## src/rtl/d_bridge_pkg.sv

```systemverilog
// Shared types for the sram-like to AXI bridges: FSM state encoding and
// the sram-like transfer size codes.
package d_bridge_pkg;

  typedef enum logic [2:0] {
    ST_IDLE = 3'd0,
    ST_AR   = 3'd1,
    ST_R    = 3'd2,
    ST_WR   = 3'd3,
    ST_B    = 3'd4
  } state_e;

  localparam logic [1:0] SIZE_BYTE = 2'd0;
  localparam logic [1:0] SIZE_HALF = 2'd1;
  localparam logic [1:0] SIZE_WORD = 2'd2;

endpackage

```

## src/rtl/axi_wstrb_gen.sv

```systemverilog
// Byte-lane strobe generator: maps sram-like size and low address bits to
// AXI wstrb. Size code 3 is treated as a full word.
module axi_wstrb_gen
  import d_bridge_pkg::*;
(
  input  logic [1:0] size,
  input  logic [1:0] addr_lo,
  output logic [3:0] wstrb
);

  always_comb begin
    // NOTE: default assigned before the case so every path drives wstrb and no latch is inferred.
    wstrb = 4'b1111;
    case (size)
      SIZE_BYTE: wstrb = 4'b0001 << addr_lo;
      SIZE_HALF: wstrb = addr_lo[1] ? 4'b1100 : 4'b0011;
      default:   wstrb = 4'b1111;
    endcase
  end

endmodule

```

## src/rtl/d_sram_axi_bridge.sv

```systemverilog
// Data-side bridge: turns one sram-like request at a time into a single-beat
// AXI read (AR/R) or write (AW+W/B) and returns a one-cycle data_ok.
module d_sram_axi_bridge
  import d_bridge_pkg::*;
#(
  parameter int ADDR_WIDTH = 32
) (
  input  logic                  clk,
  input  logic                  rst,
  input  logic                  data_req,
  input  logic                  data_wr,
  input  logic [1:0]            data_size,
  input  logic [ADDR_WIDTH-1:0] data_addr,
  input  logic [31:0]           data_wdata,
  output logic [31:0]           data_rdata,
  output logic                  data_addr_ok,
  output logic                  data_data_ok,
  output logic [ADDR_WIDTH-1:0] araddr,
  output logic [2:0]            arsize,
  output logic                  arvalid,
  input  logic                  arready,
  input  logic [31:0]           rdata,
  input  logic                  rvalid,
  output logic                  rready,
  output logic [ADDR_WIDTH-1:0] awaddr,
  output logic [2:0]            awsize,
  output logic                  awvalid,
  input  logic                  awready,
  output logic [31:0]           wdata,
  output logic [3:0]            wstrb,
  output logic                  wvalid,
  input  logic                  wready,
  input  logic                  bvalid,
  output logic                  bready
);

  state_e                state_q, state_d;
  logic                  aw_done_q, aw_done_d;
  logic                  w_done_q, w_done_d;
  logic [ADDR_WIDTH-1:0] addr_q, addr_d;
  logic [1:0]            size_q, size_d;
  logic [31:0]           wdata_q, wdata_d;

  axi_wstrb_gen u_wstrb_gen (
    .size    (size_q),
    .addr_lo (addr_q[1:0]),
    .wstrb   (wstrb)
  );

  assign araddr     = addr_q;
  assign awaddr     = addr_q;
  assign arsize     = {1'b0, size_q};
  assign awsize     = {1'b0, size_q};
  assign wdata      = wdata_q;
  assign data_rdata = rdata;

  always_comb begin
    state_d      = state_q;
    aw_done_d    = aw_done_q;
    w_done_d     = w_done_q;
    addr_d       = addr_q;
    size_d       = size_q;
    wdata_d      = wdata_q;
    data_addr_ok = 1'b0;
    data_data_ok = 1'b0;
    arvalid      = 1'b0;
    rready       = 1'b0;
    awvalid      = 1'b0;
    wvalid       = 1'b0;
    bready       = 1'b0;

    case (state_q)
      ST_IDLE: begin
        if (data_req && !rst) begin
          data_addr_ok = 1'b1;
          addr_d       = data_addr;
          size_d       = data_size;
          wdata_d      = data_wdata;
          aw_done_d    = 1'b0;
          w_done_d     = 1'b0;
          state_d      = data_wr ? ST_WR : ST_AR;
        end
      end
      ST_AR: begin
        arvalid = 1'b1;
        if (arready) state_d = ST_R;
      end
      ST_R: begin
        // Readies and data_ok are held off during reset so an abandoned
        // transaction neither consumes a beat nor completes to the cache.
        rready = !rst;
        if (rvalid && !rst) begin
          data_data_ok = 1'b1;
          state_d      = ST_IDLE;
        end
      end
      ST_WR: begin
        awvalid   = !aw_done_q;
        wvalid    = !w_done_q;
        aw_done_d = aw_done_q | awready;
        w_done_d  = w_done_q | wready;
        if (aw_done_d && w_done_d) state_d = ST_B;
      end
      ST_B: begin
        bready = !rst;
        if (bvalid && !rst) begin
          data_data_ok = 1'b1;
          state_d      = ST_IDLE;
        end
      end
      default: state_d = ST_IDLE;
    endcase
  end

  // NOTE: sequential state uses non-blocking assignments so every flop samples pre-edge values.
  always_ff @(posedge clk) begin
    if (rst) begin
      state_q   <= ST_IDLE;
      aw_done_q <= 1'b0;
      w_done_q  <= 1'b0;
    end else begin
      state_q   <= state_d;
      aw_done_q <= aw_done_d;
      w_done_q  <= w_done_d;
    end
  end

  // NOTE: payload registers carry no reset; they are only observed while a valid is asserted.
  always_ff @(posedge clk) begin
    addr_q  <= addr_d;
    size_q  <= size_d;
    wdata_q <= wdata_d;
  end

endmodule

```

## config.mk

```make
export PLATFORM = sky130hd
export DESIGN_NAME = d_sram_axi_bridge
export DESIGN_NICKNAME = d
export VERILOG_FILES = /design/src/rtl/d_bridge_pkg.sv /design/src/rtl/axi_wstrb_gen.sv /design/src/rtl/d_sram_axi_bridge.sv
export SDC_FILE = /design/constraint.sdc
export NUM_CORES = 1
export LEC_CHECK = 0
export ABC_CLOCK_PERIOD_IN_PS = 3200
export CORE_ASPECT_RATIO = 0.7
export CORE_MARGIN = 5
export CORE_UTILIZATION = 32
export DETAILED_ROUTE_END_ITERATION = 16
export GPL_TIMING_DRIVEN = 0
export PLACE_DENSITY = 0.83
export SLEW_MARGIN = 20
export SYNTH_ARGS = -nofsm -noshare
export SYNTH_HDL_FRONTEND = slang
export SYNTH_SLANG_ARGS = --single-unit
```

## constraint.sdc

```tcl
create_clock -name clk -period 3.2 [get_ports clk]
set_clock_uncertainty 0.1 [all_clocks]
set_input_delay 0.32 -clock clk [delete_from_list [all_inputs] [get_ports clk]]
set_output_delay 0.32 -clock clk [all_outputs]
set_load 0.005 [all_outputs]
```

==> metrics.md, run 1 <==
| Metric | Value |
|---|---|
| Leakage power | `around 2.1 nW` |
| Max-slew violations | `0` |
| Pwr dens | `421 nW/um2` |
| DIE AREA | `11000 um2` |
| Switching power | `roughly 0.46 mW` |
| Port Buffers | `roughly 220` |
| CTS Hold Buffers Added | `0` |
| Pint | `1.85 mW` |
| Clock power share | `0.368` |
| Die Ht | `89.3 um` |
| Tcrit/Tclk final | `0.909` |
| Worst endpoint required time | `2.78 ns` |
| Starting Density | `0.322` |
| Status | `complete, no violations` |
| CTS buffer count | `9` |
| Root Buffer | `clkbuf_16` |
| PostCTS Resize Cnt | `0` |
| RSZ-0062 raised after global routing | `no` |
| Mapped Cells | `around 180` |
| CP max stage delay | `~0.54 ns` |
| Remaining antenna violation count after routing | `0` |
| Worst-path cell chain | `clkdlybuf4s50_1, nor3b_1, nand2_1, inv_4, buf_12, clkdlybuf4s50_1` |
| Post-layout min period | `between 2 and 3 ns` |
| Share of layout cells above drive strength 1 | `0.213` |
| Die W | `roughly 120 um` |
| Switching Share | `0.200` |
| Combinational Power Share | `0.163` |
| Final hold slack | `about 0.45 ns` |
| Setup WS pre-CTS | `between 0.2 and 0.3 ns` |
| Final hold violations | `0` |
| Vias in the first global route | `2293` |
| Overall Global Routing Usage | `0.143` |
| DRC | `0` |
| DRT iter0 DRCs | `between 90 and 100` |
| CTS tree | `built` |
| Ports | `around 250` |
| Critical path arrival | `about 2.5 ns` |
| Vias per inst | `roughly 4` |
| Flop pwr share | `0.469` |
| Area delta synth->final | `90.7%` |
| Fmax | `around 340 MHz` |
| Synth Register Bits | `71` |
| Worst setup SP type | `input pin` |
| Maximum VDD drop | `roughly 0.27 mV` |
| Wirelength per Cell | `approximately 16 um` |
| CTS H-tree depth | `3` |
| Commonest non-fill, non-tap cell in the layout | `clkdlybuf4s50_1` |
| ANT cells | `0` |
| CP most frequent cell | `clkdlybuf4s50_1` |
| Area of the mapped netlist | `around 2900 um2` |
| Syn Area/Cell | `15.7 um2` |
| Final Cell Area | `approximately 5500 um2` |
| Most frequent cells in the layout | `217 x clkdlybuf4s50_1, 68 x buf_4, 66 x edfxtp_1, 9 x clkbuf_16, 7 x nor2_1` |
| CP endpoint kind | `primary output` |
| CP Max Fanout | `38` |
| Total setup buffers inserted after CTS | `0` |
| Initial antenna violation count | `0` |
| Clock latency on the worst-skew pair | `about 0.32 ns` |
| Placed Area | `5230 um2` |
| HP Class | `input pin to flip-flop` |
| Max Cap Violations | `0` |
| Final setup margin | `around 0.3 ns` |
| Worst-path clk slew | `around 0.05 ns` |
| Post-synthesis sequential area ratio | `0.723` |
| Gr ovfl total | `0` |
| Pin count of the biggest net entering global routing | `39` |
| Initial DRT Pass Iterations | `4` |
| # nets final | `520` |
| WL final | `8530 um` |
| Post-DP HPWL | `7050 um` |
| Core area | `about 9000 um2` |
| Final setup TNS | `0 ns` |
| Warnings, synthesis | `0` |
| CP max stage cell | `clkdlybuf4s50_1` |
| Via count | `2213` |
| First-pass GRT wire length | `approximately 12000 um` |
| FP Rows | `29` |
| Placer Congestion | `0.854` |
| Final setup fails | `0` |
| Clk sinks | `71` |
| CTS max path bufs | `2` |
| Critical path class | `input pin to primary output` |
| Post-synth cell types | `26` |
-- routing by layer --
| metal | GRT usage | vias up | routed length [um] |
|---|---|---|---|
| met3 | 0.0708 | 8 | 979 |
| met4 | 0.0362 | 0 | 56 |
| li1 | - | 1040 | - |
| met1 | 0.143 | 1035 | 2880 |
| met2 | 0.266 | 130 | 4610 |
| met5 | 0 | - | 0 |
-- path summary, 6_finish.rpt --
check	start	end	slack (ns)	depth (start not counted)
max	data_req	data_addr_ok	0.29	6
min	data_addr[18]	araddr[18]$_DFFE_PP_	0.45	1
max reg2reg	state_q[1]$_SDFFE_PP0P_	size_q[0]$_DFFE_PP_	1.26	4
min reg2reg	aw_done_q$_SDFFE_PP0P_	aw_done_q$_SDFFE_PP0P_	0.47	2
-- synth_stat cells --
library cell / n / area [um2]
conb_1: 1 / 3.75
nand4b_1: 1 / 8.76
nor3b_1: 1 / 7.51
edfxtp_1: 66 / 1980
o221ai_1: 1 / 8.76
nor2b_1: 2 / 12.5
o32a_1: 1 / 10.0
nor3_1: 2 / 10.0
o31ai_2: 1 / 12.5
inv_1: 2 / 7.51
a21oi_1: 2 / 10.0
nor2_1: 7 / 26.3
nand3_1: 1 / 5.00
nand2_1: 2 / 7.51
and2_1: 1 / 6.26
a2bb2oi_2: 1 / 15.0
buf_4: 68 / 510
dfxtp_1: 5 / 100
and2b_4: 1 / 10.0
a32oi_1: 2 / 17.5
a22oi_1: 1 / 7.51
and2b_1: 2 / 15.0
nand2b_1: 5 / 31.3
a22oi_2: 1 / 12.5
o21bai_1: 4 / 30.0
buf_2: 2 / 10.0
-- power groups by stage --
stage | Clock, mW | Sequential (mW) | Combinational (mW)
after global placement | 0 | 1.11 | 0.366
after CTS | 0.886 | 1.09 | 0.382
after floorplan | 0 | 1.11 | 0.101
after detailed placement | 0 | 1.10 | 0.380
final | 0.851 | 1.08 | 0.376
after global routing | 0.925 | 1.09 | 0.400
-- cell type report --
| class | instances | area (um2) |
|---|---|---|
| buffer | 70 | 520 |
| clock buffer | 10 | 229 |
| timing repair buffer | 218 | 2190 |
| fill | 729 | 3440 |
| tap | 124 | 155 |
| sequential | 71 | 2080 |
| clock inverter | 5 | 26.3 |
| multi-input combinational | 41 | 272 |
| inverter | 2 | 10.0 |
-- cells by family (layout without fill, tap and decap cells) --
group           after synthesis  in the layout  synth area share
buf+inv                      72            305             0.183
flops                        71             71             0.723
simple gates                 25             25            0.0487
compound gates               14             14            0.0430
other cells                   1              2           0.00130
-- worst max-delay path, delay by kind of cell --
| kind | cells | cell delay, ns |
|---|---|---|
| simple gates | 2 | 0.49 |
| buf+inv | 4 | 1.64 |
-- through the flow --
step | std cells | utilization | power, mW
floorplan | 184 | - | 1.21
global placement | 525 | 0.584 | 1.47
detailed placement | 526 | 0.586 | 1.48
CTS | 541 | 0.615 | 2.35
global route | 541 | 0.615 | 2.41
finish | 541 | 0.615 | 2.31
-- flip-flops by register name, summed over array words and instances (netlist names) --
name	count
wdata	32
state_q	3
size_q	2
araddr	32
aw_done_q	1
w_done_q	1
No activity file was read; power rests on OpenSTA's default activity.
==> run 2: changes to the inputs <==
CTS_CLUSTER_SIZE = 20   (was unset)
SKIP_CTS_REPAIR_TIMING = 1   (was unset)
==> results of run 2 <==
Final layout, timing and power as in run 1 (identical DEF).
